[src/rtl/mem_arbiter.sv]
// Round-robin arbiter giving three requesters shared access to a single-port memory.
// Latency: pulse at edge N -> flag set; grant at edge N+1 -> mem_enable high the following cycle.
// Backpressure: one request per requester held pending; re-pulses while pending are dropped.
module mem_arbiter #(
   parameter int TIMEOUT_CYCLES = 16
) (
   input  logic        clk,
   input  logic        rst,
   input  logic [2:0]  req_enable,
   input  logic [2:0]  req_readWrite,
   input  logic [44:0] req_address,
   input  logic [95:0] req_dataWrite,
   output logic [2:0]  req_done,
   output logic [2:0]  req_timeout,
   output logic [31:0] req_dataOut,
   output logic        mem_enable,
   output logic        mem_readWrite,
   output logic [14:0] mem_address,
   output logic [31:0] mem_DataWrite,
   input  logic [31:0] mem_DataOut,
   input  logic        mem_done,
   output logic        busy,
   output logic [1:0]  grant_id
);

   localparam int CW = $clog2(TIMEOUT_CYCLES + 1);

   typedef enum logic {S_IDLE, S_WAIT} state_t;

   state_t         state, state_nxt;
   logic [2:0]     pend;
   logic [2:0]     lat_rw;
   logic [14:0]    lat_addr [3];
   logic [31:0]    lat_dat  [3];
   logic [1:0]     last_grant;
   logic [CW-1:0]  cnt;
   logic [1:0]     c0, c1, c2, pick;
   logic           do_grant, do_done, do_tmo;
   logic [2:0]     fin_mask;

   function automatic logic [1:0] inc3(input logic [1:0] v);
      return (v == 2'd2) ? 2'd0 : v + 2'd1;
   endfunction

   // Round-robin pick starting after the last granted requester
   always_comb begin
      c0   = inc3(last_grant);
      c1   = inc3(c0);
      c2   = inc3(c1);
      pick = c0;
      if (pend[c0])      pick = c0;
      else if (pend[c1]) pick = c1;
      else if (pend[c2]) pick = c2;
   end

   // Next state and per-cycle events; mem_done during the enable pulse cycle is not yet valid
   always_comb begin
      state_nxt = state;
      do_grant  = 1'b0;
      do_done   = 1'b0;
      do_tmo    = 1'b0;
      case (state)
         S_IDLE: begin
            if (|pend) begin
               do_grant  = 1'b1;
               state_nxt = S_WAIT;
            end
         end
         S_WAIT: begin
            if (mem_done && !mem_enable) begin
               do_done   = 1'b1;
               state_nxt = S_IDLE;
            end else if (cnt == CW'(TIMEOUT_CYCLES - 1)) begin
               do_tmo    = 1'b1;
               state_nxt = S_IDLE;
            end
         end
         default: state_nxt = S_IDLE;
      endcase
      fin_mask = (do_done || do_tmo) ? (3'b001 << grant_id) : 3'b000;
   end

   // State register
   always_ff @(posedge clk) begin
      if (!rst) state <= S_IDLE;
      else      state <= state_nxt;
   end

   // Pending flags and latched payloads; a pulse on the finishing edge re-arms the flag
   always_ff @(posedge clk) begin
      if (!rst) begin
         pend   <= 3'b000;
         lat_rw <= 3'b000;
         for (int i = 0; i < 3; i++) begin
            lat_addr[i] <= 15'd0;
            lat_dat[i]  <= 32'd0;
         end
      end else begin
         for (int i = 0; i < 3; i++) begin
            if (req_enable[i] && (!pend[i] || fin_mask[i])) begin
               pend[i]     <= 1'b1;
               lat_rw[i]   <= req_readWrite[i];
               lat_addr[i] <= req_address[15*i +: 15];
               lat_dat[i]  <= req_dataWrite[32*i +: 32];
            end else if (fin_mask[i]) begin
               pend[i] <= 1'b0;
            end
         end
      end
   end

   // Memory-side outputs, completion pulses, grant bookkeeping and timeout counter
   always_ff @(posedge clk) begin
      if (!rst) begin
         mem_enable    <= 1'b0;
         mem_readWrite <= 1'b1;
         mem_address   <= 15'd0;
         mem_DataWrite <= 32'd0;
         req_done      <= 3'b000;
         req_timeout   <= 3'b000;
         req_dataOut   <= 32'd0;
         grant_id      <= 2'd0;
         last_grant    <= 2'd2;
         cnt           <= '0;
      end else begin
         mem_enable  <= 1'b0;
         req_done    <= 3'b000;
         req_timeout <= 3'b000;
         if (do_grant) begin
            grant_id      <= pick;
            mem_enable    <= 1'b1;
            mem_readWrite <= lat_rw[pick];
            mem_address   <= lat_addr[pick];
            mem_DataWrite <= lat_dat[pick];
            cnt           <= '0;
         end else if (state == S_WAIT) begin
            cnt <= cnt + 1'b1;
         end
         if (do_done) begin
            req_dataOut <= mem_DataOut;
            req_done    <= fin_mask;
            last_grant  <= grant_id;
         end
         if (do_tmo) begin
            req_timeout <= fin_mask;
            last_grant  <= grant_id;
         end
      end
   end

   assign busy = (state == S_WAIT);

endmodule

[config.mk]
export PLATFORM = sky130hd
export DESIGN_NAME = mem_arbiter
export DESIGN_NICKNAME = d
export VERILOG_FILES = /design/src/rtl/mem_arbiter.sv
export SDC_FILE = /design/constraint.sdc
export NUM_CORES = 1
export LEC_CHECK = 0
export BUFFER_PORTS_ARGS = -buffer_cell sky130_fd_sc_hd__buf_2
export CAP_MARGIN = 20
export CORE_MARGIN = 10
export CORE_UTILIZATION = 40
export DETAILED_ROUTE_END_ITERATION = 16
export GPL_TIMING_DRIVEN = 1
export MAX_ROUTING_LAYER = met4
export PLACE_DENSITY = 0.73
export SLEW_MARGIN = 20
export SYNTH_ARGS = -nofsm -noshare
export SYNTH_HDL_FRONTEND = slang
export SYNTH_SLANG_ARGS = --single-unit
[constraint.sdc]
create_clock -name clk -period 3.37 [get_ports clk]
set_input_delay 0.1685 -clock clk [delete_from_list [all_inputs] [get_ports clk]]
set_output_delay 0.1685 -clock clk [all_outputs]
set_load 0.005 [all_outputs]
==> results of run 1 <==
through the flow:
step	total power [uW]	utilization, %	hold slack [ns]	cell area (sq um)
global route	7840	56.9	0.000475	14400
floorplan	4180	-	0.292	10300
detailed placement	4640	47.1	0.417	11900
global placement	4610	47.1	0.411	11900
CTS	7570	56.8	0.00115	14400
finish	7550	56.9	0.000509	14400
metal layers:
metal	vias to the layer above	track usage (%)
li1	4326	-
met4	0	9.81
met2	548	30.0
met5	-	-
met1	4415	25.8
met3	101	4.58
flip-flops by register name (all words and copies together) (netlist names):
signal and cells:
lat_dat 96, busy 1, mem_enable 1, req_done 3
pend 3, lat_rw 3, mem_DataWrite 32, req_dataOut 32
grant_id 2, cnt 5, lat_addr 45, req_timeout 3
mem_readWrite 1, mem_address 15, last_grant 2
cell usage after synthesis (2+ instances only):
cell	count	area, sq um
sky130_fd_sc_hd__xor2_1	2	17.5
sky130_fd_sc_hd__ha_1	2	25.0
sky130_fd_sc_hd__clkbuf_1	55	206
sky130_fd_sc_hd__buf_2	33	165
sky130_fd_sc_hd__buf_4	6	45.0
sky130_fd_sc_hd__nor2b_1	2	12.5
sky130_fd_sc_hd__a2111oi_4	2	55.1
sky130_fd_sc_hd__a31oi_1	142	888
sky130_fd_sc_hd__nand3_1	2	10.0
sky130_fd_sc_hd__dfxtp_1	103	2060
sky130_fd_sc_hd__o21ai_2	3	26.3
sky130_fd_sc_hd__nand2_1	216	811
sky130_fd_sc_hd__o21ai_1	31	155
sky130_fd_sc_hd__o211ai_1	3	22.5
sky130_fd_sc_hd__edfxtp_1	141	4230
sky130_fd_sc_hd__o21bai_1	2	15.0
sky130_fd_sc_hd__inv_1	11	41.3
sky130_fd_sc_hd__a21oi_1	35	175
sky130_fd_sc_hd__o21a_1	3	22.5
sky130_fd_sc_hd__a32oi_1	48	420
sky130_fd_sc_hd__or3_1	3	18.8
sky130_fd_sc_hd__nand2b_1	2	12.5
sky130_fd_sc_hd__nor3b_1	2	15.0
sky130_fd_sc_hd__buf_6	4	45.0
sky130_fd_sc_hd__mux2i_1	51	510
sky130_fd_sc_hd__o21ai_0	21	105
sky130_fd_sc_hd__nor2_1	16	60.1
path summary, 6_finish.rpt:
kind                        start               to  slack [ns]  cells after the start
setup / recovery           cnt[0]   lat_dat[2][13]        0.81                      8
hold / removal    req_address[10]  lat_addr[0][10]      0.0005                      3
setup reg to reg           cnt[0]   lat_dat[2][13]        0.81                      8
hold reg to reg   req_dataOut[28]  req_dataOut[28]        0.45                      2
cell type report:
cell class	instances	area [sq um]	share of cell area, %
timing repair buffer	450	3210	22.3
multi-input combinational	601	3550	24.7
inverter	12	45.0	0.313
tap	330	413	2.87
clock buffer	37	722	5.02
antenna	5	12.5	0.0871
sequential	244	6300	43.8
clock inverter	10	126	0.879
where the power goes:
group | internal [uW] | switching [uW]
combinational | 493 | 680
sequential | 3440 | 124
clock | 1650 | 1150
critical path: stages, from the launching register on:
cell	delay, ns
sky130_fd_sc_hd__dfxtp_1	0.33
sky130_fd_sc_hd__ha_1	0.21
sky130_fd_sc_hd__and3_1	0.18
sky130_fd_sc_hd__ha_1	0.22
sky130_fd_sc_hd__inv_1	0.19
sky130_fd_sc_hd__a2111oi_4	0.13
sky130_fd_sc_hd__o21ai_4	0.20
sky130_fd_sc_hd__buf_12	0.45
sky130_fd_sc_hd__a31oi_1	0.19
logic make-up after synthesis:
kind of cell	after synthesis	synth area share [%]
xor+xnor	3	0.255
mux	51	4.96
flops	244	61.1
simple gates	248	9.49
buf+inv	111	4.96
fa+ha+maj	2	0.243
compound gates	297	18.9
==> flow_metrics.env, run 1 <==
export IMPL_clock_sinks=244
export IMPL_critical_path_peak_fanout=141
export IMPL_final_hold_viol_count=0
export IMPL_final_setup_tns_ns=0
export IMPL_synthFlopType="sky130_fd_sc_hd__edfxtp_1"
export IMPL_grt_pass1_vias=9244
export IMPL_dpl_hpwl_mm=21.0
export IMPL_ir_worst_vdd_v=0.000342
export IMPL_syn_avg_cell_area_sq_um=10.8
export IMPL_period_share_pct=75.8
export IMPL_clock_tree_from_tritoncts="done"
export IMPL_detailroute_wirelength_met3_mm=2.93
export IMPL_met1Wirelength_mm=14.0
export IMPL_final_period_minus_worst_setup_slack_ns=2.56
export IMPL_htree_num_levels=1
export IMPL_fp_dieArea_sq_um=32600
export IMPL_clock_path_buffers=3
export IMPL_drt_wirelength_per_cell_um=20.1
export IMPL_top_achievable_clock_speed_ghz=0.391
export IMPL_floorplan_die_height_um=180
export IMPL_clock_latency_ns=0.54
export IMPL_cts_repair_resize_count=0
export IMPL_fill_cells=1984
export IMPL_synth_seq_area_share_pct=61.1
export IMPL_grt_first_pass_wirelength_mm=52.6
export IMPL_post_synth_instance_area_sq_um=10300
export IMPL_final_instance_count_excl_fill=1689
export IMPL_die_x_um=180
export IMPL_grt_use_total_pct=20.2
export IMPL_cts_root_buf="sky130_fd_sc_hd__clkbuf_16"
export IMPL_cts_inserted_buffers=26
export IMPL_clk_transition_reported_paths_ns=0.06
export IMPL_pre_cts_slack_ns=0.829
export IMPL_headroom_to_the_max_slew_limit_pct=52.3
export IMPL_io_buffer_count=271
export IMPL_cts_setup_buffers=0
export IMPL_maxUsedRoutingLayer="met4"
export IMPL_place_gp_congestion=0.870
export IMPL_area_delta_synth_final_pct=39.6
export IMPL_synthCells=956
export IMPL_cp_startpoint_kind="flip-flop"
export IMPL_max_slew_violation_count=0
export IMPL_core_area_sq_um=25300
export IMPL_most_frequent_cells_in_the_layout="270 x sky130_fd_sc_hd__buf_2, 212 x sky130_fd_sc_hd__nand2_1, 162 x sky130_fd_sc_hd__dlygate4sd3_1, 142 x sky130_fd_sc_hd__a31oi_1, 141 x sky130_fd_sc_hd__edfxtp_1"
export IMPL_synthArstFlopShare_pct=0
export IMPL_post_drt_via_cell_ratio=5.56
export IMPL_worstHoldPathType="in -> reg"
export IMPL_ys_ff_latch=244
export IMPL_maxCapViolCount=0
export IMPL_dr_first_iter_drc_count=1033
export IMPL_remaining_drc_errors=0
export IMPL_power_density_cell_area_nw_per_um2=525
export IMPL_cts_hold_buffers=162
export IMPL_p_leak_uw=0.00605
export IMPL_layout_setup_ws_ns=0.814
export IMPL_drt_first_pass_iters=7
export IMPL_commonest_non_fill_non_tap_cell_in_the_layout="sky130_fd_sc_hd__buf_2"
export IMPL_floorplan_initialDensity_pct=40.8
export IMPL_setup_viol=0
export IMPL_run_status="complete, no violations"
export IMPL_worst_slew_pin_transition_ns=0.716
export IMPL_num_nets_final=1519
export IMPL_worstSetupPathType="reg -> reg"
export IMPL_place_inst=1475
export IMPL_grt_antenna_before_repair=4
export IMPL_clock_skew_final_ns=0.0213
export IMPL_grt_remaining_overflow=0
export IMPL_routed_via_count=9390
export IMPL_ant_nets=0
export IMPL_fp_row_count=58
export IMPL_timing_critical_path_to_type="flip-flop"
export IMPL_cp_data_arrival_time_ns=2.80
export IMPL_ioPinCount=272
export IMPL_post_synth_num_cell_types=42
export IMPL_routed_length_on_met2_mm=15.3
export IMPL_routed_wl_mm=33.9
export IMPL_yosysWarnings=0
export IMPL_synth_net_count=1140
export IMPL_post_route_cells_drive_above_1_share_pct=25.3
export IMPL_unrepaired_setup_endpoints_after_global_routing="no"
export IMPL_cp_data_required_time_ns=3.61
export IMPL_largest_net_degree_at_the_start_of_global_routing=143
export IMPL_synth_edff_count=141
Power figures use the tool's default switching activity.
==> inputs of run 2 (changes only) <==
PLACE_DENSITY = 0.7   (was 0.73)
clock period = 2.55 ns   (was 3.37 ns; I/O delays follow)
==> run 2 against run 1 <==
Net effect: first-iteration DRC count shrank 14%; clock skew grew 0.0025 ns; non-clock buffer count grew 32; critical endpoint is now lat_addr[1][12]; flip-flop and latch count is the same; largest power group unchanged; largest cell class unchanged; utilization grew 2.0 points; critical path depth grew 1; via count grew 0.84%; global-route usage grew 0.95 points; count of clock-buffer cells in the layout grew 4; sequential share of layout area shrank 1.5 points; worst hold slack gained 0.027 ns; routed wire length grew 4.8%.
==> flow_metrics.env, run 2 (synthesis gave the netlist of run 1 again) <==
export IMPL_clock_sinks=244
export IMPL_drt_first_pass_iters=5
export IMPL_largest_register="lat_dat"
export IMPL_dr_first_iter_drc_count=891
export IMPL_commonest_non_fill_non_tap_cell_in_the_layout="sky130_fd_sc_hd__buf_2"
export IMPL_ioPinCount=272
export IMPL_floorplan_die_height_um=180
export IMPL_clock_path_buffers=3
export IMPL_critical_path_max_stage_delay_ns=0.47
export IMPL_cp_data_arrival_time_ns=2.80
export IMPL_drt_wirelength_per_cell_um=20.7
export IMPL_rrSetupSlack_ns=0.09
export IMPL_cp_startpoint_kind="flip-flop"
export IMPL_crit_path_cell_chain="ha_1 > and3_1 > ha_2 > inv_2 > a2111oi_4 > o21ai_4 > buf_12 > buf_12 > a31oi_1"
export IMPL_clock_tree_from_tritoncts="done"
export IMPL_top_achievable_clock_speed_ghz=0.407
export IMPL_max_ffs_per_register=96
export IMPL_ir_worst_vdd_v=0.000471
export IMPL_num_nets_final=1552
export IMPL_clock_skew_final_ns=0.0237
export IMPL_io_buffer_count=271
export IMPL_headroom_to_the_max_slew_limit_pct=30.4
export IMPL_cp_startpoint="cnt[0]"
export IMPL_post_route_util_pct=58.9
export IMPL_dpl_hpwl_mm=21.9
export IMPL_ant_nets=0
export IMPL_rr_endpoint="lat_addr[1][12]"
export IMPL_grt_first_pass_wirelength_mm=54.8
export IMPL_die_x_um=180
export IMPL_p_leak_uw=0.00629
export IMPL_cts_inserted_buffers=27
export IMPL_final_period_minus_worst_setup_slack_ns=2.46
export IMPL_timing_reg2reg_worst_path_depth=9
export IMPL_cts_root_buf="sky130_fd_sc_hd__clkbuf_16"
export IMPL_period_share_pct=96.3
export IMPL_grt_antenna_before_repair=1
export IMPL_power_density_cell_area_nw_per_um2=695
export IMPL_routed_wl_mm=35.5
export IMPL_run_status="complete, no violations"
export IMPL_fp_dieArea_sq_um=32600
export IMPL_grt_remaining_overflow=0
export IMPL_area_delta_synth_final_pct=44.5
export IMPL_clock_latency_ns=0.54
export IMPL_worst_slew_pin_transition_ns=1.04
export IMPL_fill_cells=1989
export IMPL_maxCapViolCount=0
export IMPL_grt_pass1_vias=9795
export IMPL_timing_critical_path_to_type="flip-flop"
export IMPL_unrepaired_setup_endpoints_after_global_routing="no"
export IMPL_layout_setup_ws_ns=0.0933
export IMPL_top_regs="lat_dat x96, lat_addr x45"
export IMPL_setup_viol=0
export IMPL_post_drt_via_cell_ratio=5.51
export IMPL_remaining_drc_errors=0
export IMPL_fp_row_count=58
export IMPL_worstSetupPathType="reg -> reg"
export IMPL_critical_path_peak_fanout=44
export IMPL_cp_most_frequent_cell="sky130_fd_sc_hd__buf_12"
export IMPL_largest_net_degree_at_the_start_of_global_routing=153
export IMPL_final_hold_viol_count=0
export IMPL_clk_transition_reported_paths_ns=0.07
export IMPL_worstHoldPathType="in -> reg"
export IMPL_cp_data_required_time_ns=2.89
export IMPL_htree_num_levels=1
export IMPL_crit_path_end="lat_addr[1][12]"
export IMPL_grt_use_total_pct=21.2
export IMPL_most_frequent_cells_in_the_layout="270 x sky130_fd_sc_hd__buf_2, 213 x sky130_fd_sc_hd__nand2_1, 180 x sky130_fd_sc_hd__dlygate4sd3_1, 141 x sky130_fd_sc_hd__edfxtp_1, 139 x sky130_fd_sc_hd__a31oi_1"
export IMPL_post_route_cells_drive_above_1_share_pct=26.5
export IMPL_floorplan_initialDensity_pct=40.8
export IMPL_max_slew_violation_count=0
export IMPL_pre_cts_slack_ns=0.102
export IMPL_place_gp_congestion=0.821
export IMPL_crit_reg2reg_launch="cnt[0]"
export IMPL_critical_path_slowest_cell="sky130_fd_sc_hd__a2111oi_4"
export IMPL_core_area_sq_um=25300
export IMPL_final_setup_tns_ns=0
export IMPL_routed_via_count=9469
run 2: per-layer routing:
| layer | global-route usage [%] | wire length (um) | up-vias |
|---|---|---|---|
| met5 | - | 0 | - |
| met4 | 8.10 | 1370 | 0 |
| met3 | 4.26 | 2630 | 97 |
| met2 | 33.7 | 16900 | 476 |
| met1 | 26.1 | 14700 | 4497 |
| li1 | - | - | 4399 |
run 2: through the flow:
stage,hold WS (ns),instances,power (uW),area [sq um]
3_3_place_gp,0.371,1489,6160,12100
4_1_cts,0.00232,1717,10400,14900
3_5_place_dp,0.376,1489,6200,12100
6_report,0.0272,1718,10300,14900
2_1_floorplan,0.251,956,5530,10300
5_1_grt,0.0151,1718,10700,14900
run 2: area by class of cell:
| class | instances | area, sq um | share of cell area, % |
|---|---|---|---|
| repair buffers | 482 | 3620 | 24.3 |
| multi-input cells | 601 | 3580 | 24.1 |
| diodes | 1 | 2.50 | 0.0168 |
| well taps | 330 | 413 | 2.77 |
| clock inverters | 7 | 91.3 | 0.614 |
| inverters | 12 | 45.0 | 0.303 |
| clock buffers | 41 | 830 | 5.58 |
| flip-flops and latches | 244 | 6300 | 42.3 |
run 2: worst min path at each step:
stage | to | slack, ns | startpoint | depth (start not counted)
after floorplan | pend[2] | 0.25 | req_enable[2] | 1
after global placement | req_dataOut[20] | 0.37 | mem_DataOut[20] | 3
after detailed placement | req_dataOut[27] | 0.38 | mem_DataOut[27] | 3
after CTS | lat_dat[1][14] | 0.002 | req_dataWrite[46] | 3
after global routing | lat_dat[1][14] | 0.02 | req_dataWrite[46] | 3
final | lat_dat[1][14] | 0.03 | req_dataWrite[46] | 3
run 2: power by group:
part           internal [uW]  switching (uW)  total, uW
registers               4550             159       4710
logic                    732             935       1670
clock network           2430            1530       3960
run 2: worst max-delay path, delay by kind of cell (launching register included):
| kind | cells | cell delay (ns) |
|---|---|---|
| AOI/OAI and AO/OA | 3 | 0.91 |
| and+or+nand+nor | 1 | 0.17 |
| buffers and inverters | 3 | 0.42 |
| DFF | 1 | 0.36 |
| adders and majority gates | 2 | 0.38 |
run 2: repair_timing:
| item | 4_1_cts | 5_1_grt |
|---|---|---|
| gates resized for setup | 0 | 6 |
| hold buffers | 180 | 0 |
| endpoints found under the hold margin | 178 | 0 |
| setup endpoints to repair | 0 | 56 |
| setup buffers | 0 | 0 |
==> inputs of run 3 (changes only) <==
ABC_AREA = 1   (was unset)
==> run 3 against run 2 <==
Net effect: utilization decreased by 0.096 points; clock skew decreased by 0.016 ns; combinational power increased by 16%; flip-flop and latch count unchanged; clock power increased by 12%; critical endpoint is now lat_dat[2][17]; largest power group unchanged; synthesized cell count increased by 18%; worst hold slack improved by 0.0051 ns; global-route usage decreased by 1.0 points.
==> flow_metrics.env, run 3 <==
export IMPL_run_status="complete, no violations"
export IMPL_synthFlopType="sky130_fd_sc_hd__edfxtp_1"
export IMPL_synth_net_count=1311
export IMPL_sequentialPowerShare_pct=42.9
export IMPL_final_period_minus_worst_setup_slack_ns=2.39
export IMPL_layout_area_seq_sq_um=6300
export IMPL_clock_tree_from_tritoncts="done"
export IMPL_routed_wl_mm=34.4
export IMPL_min_delay_path_depth=3
export IMPL_synth_largest_area_cell="sky130_fd_sc_hd__edfxtp_1"
export IMPL_critical_path_peak_fanout=35
export IMPL_worstSetupPathType="reg -> reg"
export IMPL_cts_inserted_buffers=28
export IMPL_ys_top_cells_by_count="271 x sky130_fd_sc_hd__nand2_1, 158 x sky130_fd_sc_hd__inv_1, 141 x sky130_fd_sc_hd__edfxtp_1"
export IMPL_num_nets_final=1766
export IMPL_most_frequent_cells_in_the_layout="271 x sky130_fd_sc_hd__buf_2, 264 x sky130_fd_sc_hd__nand2_1, 183 x sky130_fd_sc_hd__dlygate4sd3_1, 156 x sky130_fd_sc_hd__inv_1, 141 x sky130_fd_sc_hd__edfxtp_1"
export IMPL_critical_path_slowest_cell="sky130_fd_sc_hd__dfxtp_1"
export IMPL_setup_viol=0
export IMPL_worstHoldPathType="in -> reg"
export IMPL_max_slew_violation_count=0
export IMPL_detailroute_wirelength_met3_mm=1.92
export IMPL_maxCapViolCount=0
export IMPL_ir_worst_vdd_v=0.000546
export IMPL_post_route_cells_drive_above_1_share_pct=28.2
export IMPL_final_hold_viol_count=0
export IMPL_synth_top_cells_by_area="sky130_fd_sc_hd__edfxtp_1 39%, sky130_fd_sc_hd__dfxtp_1 19%, sky130_fd_sc_hd__nand2_1 9.5%"
export IMPL_timing_reg2reg_worst_path_depth=12
export IMPL_post_synth_num_cell_types=26
export IMPL_synthMostInstantiatedCell="sky130_fd_sc_hd__nand2_1"
export IMPL_grt_remaining_overflow=0
export IMPL_synthArstFlopShare_pct=0
export IMPL_ys_ff_latch=244
export IMPL_fill_cells=2034
export IMPL_grt_pass1_vias=9851
export IMPL_synth_edff_count=141
export IMPL_top_achievable_clock_speed_ghz=0.418
export IMPL_worst_slew_pin_transition_ns=1.07
export IMPL_post_synth_instance_area_sq_um=10800
export IMPL_xor_xnor_portion_of_the_synthesized_cell_area_pct=0.163
export IMPL_synthCells=1127
export IMPL_htree_num_levels=1
export IMPL_maxUsedRoutingLayer="met4"
export IMPL_io_buffer_count=271
export IMPL_drt_wirelength_per_cell_um=17.6
export IMPL_grt_antenna_before_repair=6
export IMPL_dpl_hpwl_mm=19.8
export IMPL_clk_transition_reported_paths_ns=0.06
export IMPL_synthSimpleGateAreaFrac_pct=29.1
export IMPL_cp_data_arrival_time_ns=2.66
export IMPL_syn_avg_cell_area_sq_um=9.54
export IMPL_max_ffs_per_register=96
export IMPL_synth_top_area_share_pct=39.4
export IMPL_post_synth_mux_area_share_pct=0
export IMPL_clock_skew_final_ns=0.00787
export IMPL_clock_share_of_power_pct=39.7
export IMPL_routed_length_on_met2_mm=17.7
export IMPL_timing_critical_path_to_type="flip-flop"
export IMPL_finalPower_uw=11200
export IMPL_top_regs="lat_dat x96, lat_addr x45"
export IMPL_grt_first_pass_wirelength_mm=53.0
export IMPL_ant_nets=0
export IMPL_place_inst=1703
export IMPL_post_drt_via_cell_ratio=4.81
export IMPL_floorplan_initialDensity_pct=40.9
export IMPL_internal_power_uw=8200
export IMPL_die_x_um=184
export IMPL_area_delta_synth_final_pct=43.7
export IMPL_final_instance_count_excl_fill=1948
export IMPL_floorplan_die_height_um=184
export IMPL_synth_top_family_by_area="simple AND/OR/NAND/NOR gates"
export IMPL_critical_path_max_stage_delay_ns=0.33
export IMPL_dr_first_iter_drc_count=713
export IMPL_synth_fa_ha_area_share_pct=0.233
export IMPL_place_gp_congestion=0.857
export IMPL_cp_startpoint_kind="flip-flop"
export IMPL_largest_register="lat_dat"
export IMPL_fp_dieArea_sq_um=33800
export IMPL_largest_net_degree_at_the_start_of_global_routing=51
export IMPL_cts_root_buf="sky130_fd_sc_hd__clkbuf_16"
export IMPL_power_density_cell_area_nw_per_um2=723
export IMPL_period_share_pct=93.9
export IMPL_met1Wirelength_mm=13.3
export IMPL_drt_first_pass_iters=5
export IMPL_ioPinCount=272
export IMPL_clock_latency_ns=0.53
export IMPL_clock_path_buffers=3
export IMPL_crit_path_cell_chain="ha_1 > and3_1 > ha_1 > inv_1 > a21oi_4 > nand3_2 > nand2_2 > nand2_2 > nand3_2 > nand2_8 > buf_12 > nor2_1"
export IMPL_multiInputGateArea_sq_um=3500
export IMPL_p_leak_uw=0.00735
export IMPL_routed_via_count=9369
export IMPL_p_comb_share_pct=17.4
export IMPL_synth_seq_area_share_pct=58.5
export IMPL_commonest_non_fill_non_tap_cell_in_the_layout="sky130_fd_sc_hd__buf_2"
export IMPL_core_area_sq_um=26300
export IMPL_post_synthesis_compound_gate_area_fraction_pct=2.68
export IMPL_remaining_drc_errors=0
export IMPL_yosysWarnings=0
export IMPL_cp_data_required_time_ns=2.82
export IMPL_clock_sinks=244
export IMPL_power_switching_uw=2970
export IMPL_power_share_switching_pct=26.6
export IMPL_grt_use_total_pct=20.2
export IMPL_headroom_to_the_max_slew_limit_pct=28.3
export IMPL_fp_row_count=59
-- run 3: final cells by class --
class,count,share of cell area [%]
Antenna cell,9,0.146
Clock buffer,36,5.13
Clock inverter,16,1.51
Inverter,160,3.89
Multi-Input combinational cell,667,22.7
Sequential cell,244,40.7
Tap cell,335,2.71
Timing Repair Buffer,481,23.2
-- run 3: kinds of logic after synthesis --
family                     after synthesis
and+or+nand+nor                        610
xor gates and xnor gates                 2
adders and majority gates                2
AOI/OAI and AO/OA                       53
DFF                                    244
buffers and inverters                  216
-- run 3: final timing paths --
check,from,end,slack [ns]
min,rst,pend[2],0.03
min reg2reg,mem_DataWrite[13],mem_DataWrite[13],0.47
max,cnt[0],lat_dat[2][17],0.16
max reg2reg,cnt[0],lat_dat[2][17],0.16
-- run 3: routing by layer --
layer,global-route usage [%],up-vias
met4,9.54,0
li1,-,4444
met3,2.91,100
met5,-,-
met2,35.1,395
met1,22.3,4430
-- run 3: worst max-delay path, delay by kind of cell, from the launching register on --
kind / cells / cell delay (ns)
AND/OR/NAND/NOR: 7 / 0.82
buffers and inverters: 2 / 0.44
adder cells (fa/ha/maj): 2 / 0.40
flip-flops: 1 / 0.33
AO/OA/AOI/OAI: 1 / 0.10
-- run 3: power groups by stage --
stage | Clock (uW) | Sequential, uW | Combinational [uW]
CTS | 4490 | 4780 | 1910
floorplan | 0 | 4850 | 962
global placement | 0 | 4840 | 1660
detailed placement | 0 | 4860 | 1680
global route | 4640 | 4830 | 2120
finish | 4440 | 4790 | 1940
-- run 3: per-stage QoR --
stage / area, sq um / hold slack, ns / util [%] / TNS (ns) / setup WS (ns)
final: 15500 / 0.0323 / 58.8 / 0 / 0.157
after global routing: 15500 / 0.0785 / 58.8 / -0.0223 / -0.00809
after CTS: 15400 / 0.00815 / 58.7 / 0 / 0.110
after detailed placement: 12600 / 0.358 / 47.8 / 0 / 0.112
after global placement: 12600 / 0.349 / 47.8 / 0 / 0.199
after floorplan: 10800 / 0.262 / - / 0 / 0.184
-- run 3: repair_timing --
action | CTS | global route
setup buffers | 0 | 1
hold endpoints to repair | 183 | 0
hold buffers | 183 | 0
endpoints found under the setup margin | 0 | 39
resized for setup | 0 | 3
